## src/rtl/prbs_sat_cnt.sv

```systemverilog
// Saturating up-counter with synchronous clear; a clear in the same cycle as
// an increment leaves the counter at 1.
module prbs_sat_cnt #(
    parameter int W = 16
) (
    input  logic         clk,
    input  logic         rst,
    input  logic         inc,
    input  logic         clr,
    output logic [W-1:0] cnt
);

    // NOTE: sequential state uses non-blocking assignments only, so every flop
    // samples the pre-edge values regardless of statement order.
    always_ff @(posedge clk) begin
        if (!rst) begin
            cnt <= '0;
        end else if (clr) begin
            cnt <= W'(inc);
        end else if (inc && (cnt != '1)) begin
            cnt <= cnt + 1'b1;
        end
    end

endmodule

```

## config.mk

```make
export PLATFORM = sky130hd
export DESIGN_NAME = prbs_sat_cnt
export DESIGN_NICKNAME = d
export VERILOG_FILES = /design/src/rtl/prbs_sat_cnt.sv
export SDC_FILE = /design/constraint.sdc
export NUM_CORES = 1
export LEC_CHECK = 0
export ABC_AREA = 1
export CAP_MARGIN = 5
export CORE_ASPECT_RATIO = 0.7
export CORE_MARGIN = 8
export CORE_UTILIZATION = 45
export DETAILED_ROUTE_END_ITERATION = 6
export DONT_BUFFER_PORTS = 1
export GPL_ROUTABILITY_DRIVEN = 0
export GPL_TIMING_DRIVEN = 0
export PLACE_DENSITY = 0.71
export SETUP_SLACK_MARGIN = 0.3
export SKIP_LAST_GASP = 1
export SLEW_MARGIN = 0
export SYNTH_ARGS = -nofsm -noshare
export SYNTH_HDL_FRONTEND = slang
export SYNTH_SLANG_ARGS = --single-unit
```

## constraint.sdc

```tcl
create_clock -name clk -period 3 [get_ports clk]
set_input_delay 0.6 -clock clk [delete_from_list [all_inputs] [get_ports clk]]
set_output_delay 0.6 -clock clk [all_outputs]
set_load 0.01 [all_outputs]
```

# --- Word level (Yosys, flattened, before mapping) ---
# Index checks and enable logic that the tools add are counted.
classes:
  n_mux: 2
  reduce_logical: 3
  n_addsub: 1
  eq_ne: 1
  bitwise: 1
op_table:
  columns: ["operator", "n"]
  rows:
  - ["16-bit by 1-bit adder with 16-bit output (second input constant)", 1]
  - ["16-bit inequality test (second input constant)", 1]
  - ["1-bit 2-to-1 mux", 2]
  - ["2-bit nonzero test", 1]
  - ["2-bit OR reduction", 1]
  - ["1-bit logical AND", 1]
  - ["1-bit inverter", 1]
word_totals:
  output_inout_bits: 16
  register_bits: 16
  elab_cells: 10

# --- Longest topological paths before layout ---
depth:
  depth_word: 4
  mapped_depth: 9
  mapped_depth_nobuf: 9

# --- Worst setup path before layout ---
# OpenSTA, ideal clock, no wires.
synth_timing:
  path_type: "register to register"
  start: "register cnt[1]"
  end: "register cnt[13]"
  stages_incl_launch_ff: 10
  period_less_slack_ns: 1.471
  required_time_ns: 2.887
  slack_ns: 1.529
  setup_ns: 0.113
  t_arrival_ns: 1.358
  path_buffers: 1
  cell_sequence: "dfxtp_1 -> ha_1 -> nand2_1 -> nor2_1 -> nand2_2 -> nor2_4 -> nor2_2 -> buf_6 -> a21oi_2 -> nor2_1"
synth_via:
  elab_chain_cells: 2
  elab_cells_between_ends: 3
synth_lines:
  columns: ["item", "line", "text"]
  rows:
  - ["from (decl)", "10", "output logic [W-1:0] cnt"]
  - ["from (signal assigned)", "19", "cnt <= W'(inc);"]
  - ["from (signal assigned)", "21", "cnt <= cnt + 1'b1;"]
  - ["parallel branches: the longest is 2 deep, another holds 16-bit by 1-bit adder with 16-bit output", null, null]
# Several ways; the timed one is not identified.
# A chain may end at the register's enable or synchronous reset.

# --- Final worst setup path ---
# Same ends and word-level chain as after synthesis.

==> results.json <==
{
  "synth_area_per_cell_um2": 6.457,
  "syn_to_final_growth_pct": 6.911,
  "htreeDepth": 1,
  "fin_crit_ns": 1.615,
  "min_from": "rst",
  "critPathSlowestCell": "dfxtp_1",
  "clock-root-buffer": "clkbuf_4",
  "p_leak_nw": 0.3559,
  "pin_count": 20,
  "worstHoldPathType": "in -> reg",
  "maxCapViolations": 0,
  "viasPerCell": 4.988,
  "grt.total_usage_pct": 10.97,
  "post_cts_resized": 0,
  "ant_nets": 0,
  "grt.met1_usage_pct": 13.94,
  "critical_path_required_ns": 3.20,
  "overflow": 0,
  "fin_nets": 153,
  "finClkSkew_ns": 0.003529,
  "clock_sinks": 16,
  "cts_tree": "done",
  "post-route-period-util_pct": 53.84,
  "synth_area_um2": 923.4,
  "worst_setup_path_end_kind": "flip-flop",
  "timing.rr.end": "cnt[13]$_SDFFE_PP0P_",
  "vias": 843,
  "hold_depth": 2,
  "antenna_found_initial": 0,
  "r2r_cells": 9,
  "syn_inst": 143,
  "fillers": 194,
  "place_hpwl_mm": 1.532,
  "first_pass_iters": 4,
  "wl_per_cell_um": 11.72,
  "largest_registers": "cnt: 16 flops",
  "fmax_mhz": 619.2,
  "relSlewSlack_pct": 77.71,
  "numCtsBuffers": 3,
  "arrival_ns": 1.81,
  "synth_area_leaders": "dfxtp_1, nand2_1, nor2_1",
  "final_common_cell": "nand2_1",
  "clock_path_buffers": 2,
  "numPortBuffers": 0,
  "cp-start-kind": "flip-flop",
  "ys_seq_area_share_pct": 34.69,
  "grt_use_met3_pct": 5.688,
  "num_antenna_cells": 0,
  "drt-initial-drc-count": 43,
  "path_delay_family": "simple AND/OR/NAND/NOR gates",
  "tightest_slew_ns": 0.3335,
  "chipHeight_um": 53.90,
  "crit_chain": "ha_1, nand2_1, nor2_1, nand2_2, nor2_4, nor2_2, buf_6, a21oi_2, nor2_1",
  "globalRouteMet2Util_pct": 16.49,
  "grt_pass1_wl_mm": 3.429,
  "tns_ns": 0,
  "die_w_um": 70.14,
  "power_mw": 0.3819,
  "regMostFlops": "cnt",
  "path_max_fanout": 10,
  "grt.busiest_layer": "met2",
  "crit_top_cell": "nor2_1",
  "ys_warn_count": 0,
  "fp.coreArea_um2": 1903,
  "drc_errors": 0,
  "final_cell_mix": "nand2_1, nor2_1, dfxtp_1",
  "syn_nets": 148,
  "yosys.area.top_type": "dfxtp_1",
  "cpPeakStageDelay_ns": 0.44,
  "clk_pin_slew_ns": 0.10,
  "synth_cell_type_count": 18,
  "multi_input_area_um2": 539.3,
  "hold_ws_ns": 0.4179,
  "start_util_pct": 48.52,
  "power_density_nw_per_um2": 386.9,
  "ys_seq_elements": 16,
  "r2r_slack_ns": 1.38,
  "cts_hold_buffers": 0,
  "worst-setup-path-type": "reg -> reg",
  "clk_latency_ns": 0.29,
  "status": "completed",
  "hold_end": "cnt[0]$_SDFFE_PN0P_",
  "reg2reg_from": "cnt[1]$_SDFFE_PP0P_",
  "hold_viol": 0,
  "cts_setup_buffers": 0,
  "grt_pass1_vias": 701,
  "grt_max_degree": 11,
  "wirelength_mm": 1.981,
  "finalMaxSlewViolations": 0,
  "largest_register_ffs": 16,
  "die_area_um2": 3781,
  "drive_gt1_share_pct": 10.20,
  "num_rows": 13,
  "vdd_ir_drop_max_mv": 0.1888,
  "rsz0062_at_grt": "false",
  "cp_num_buf_inv": 1,
  "synth_top_area_share_pct": 34.69,
  "setup_violations": 0,
  "register_area_um2": 320.3
}
[per-stage QoR]
stage | instance area (um^2) | utilization (%) | instances | setup slack (ns)
5_1_grt | 987.2 | 51.87 | 169 | 1.218
2_1_floorplan | 923.4 | - | 143 | 1.529
4_1_cts | 987.2 | 51.87 | 169 | 1.364
3_5_place_dp | 950.9 | 49.97 | 165 | 1.383
6_report | 987.2 | 51.87 | 169 | 1.385
3_3_place_gp | 950.9 | 49.97 | 165 | 1.394
[report_power, final]
group          internal, mW  total [mW]  leakage (nW)  switching, mW
Clock                0.0740       0.146        0.0210         0.0724
Combinational       0.00621      0.0190         0.206         0.0128
Sequential            0.214       0.217         0.129        0.00267
Total                 0.294       0.382         0.356         0.0878
[synthesized netlist by cell type]
cell and number:
nand3_1 11, xor2_1 4, o21ai_0 3, nand3b_1 2, dfxtp_1 16, nand2_1 45, nand4_1 1, nand2_2 3
nor2_2 4, buf_6 1, a21oi_1 12, nor2_4 1, xnor2_1 1, o21ai_4 1, ha_1 1, nor2_1 22
inv_1 14, a21oi_2 1
[final cells by class]
cell class / instances / share of cell area [%]
multi-input cells: 112 / 54.63
flip-flops and latches: 16 / 32.45
inverters: 14 / 5.323
clock buffers: 4 / 3.676
well taps: 22 / 2.788
plain buffers: 1 / 1.141
[layer usage]
layer / wire length (um) / vias up
met3: 160 / 2
met1: 999 / 366
li1: - / 459
met5: 0 / -
met4: 10 / 0
met2: 810 / 16
[logic make-up (layout without fill, tap and decap cells)]
| group | count (synthesis) | after routing | synth area share, % |
|---|---|---|---|
| AND/OR/NAND/NOR | 89 | 89 | 41.46 |
| AO/OA/AOI/OAI | 17 | 17 | 10.84 |
| flip-flops | 16 | 16 | 34.69 |
| buffers and inverters | 15 | 19 | 6.910 |
| XOR/XNOR | 5 | 5 | 4.742 |
| adder cells (fa/ha/maj) | 1 | 1 | 1.355 |
[worst max path at each step]
| stage | start | end | depth (start not counted) | slack, ns |
|---|---|---|---|---|
| after floorplan | cnt[1]$_SDFFE_PP0P_ | cnt[13]$_SDFFE_PP0P_ | 9 | 1.53 |
| after global placement | cnt[0]$_SDFFE_PN0P_ | cnt[13]$_SDFFE_PP0P_ | 9 | 1.39 |
| after detailed placement | cnt[1]$_SDFFE_PP0P_ | cnt[13]$_SDFFE_PP0P_ | 9 | 1.38 |
| after CTS | cnt[1]$_SDFFE_PP0P_ | cnt[13]$_SDFFE_PP0P_ | 9 | 1.36 |
| after global routing | cnt[0]$_SDFFE_PN0P_ | cnt[4]$_SDFFE_PP0P_ | 7 | 1.22 |
| final | cnt[1]$_SDFFE_PP0P_ | cnt[13]$_SDFFE_PP0P_ | 9 | 1.38 |
No activity file was read; power rests on OpenSTA's default activity.
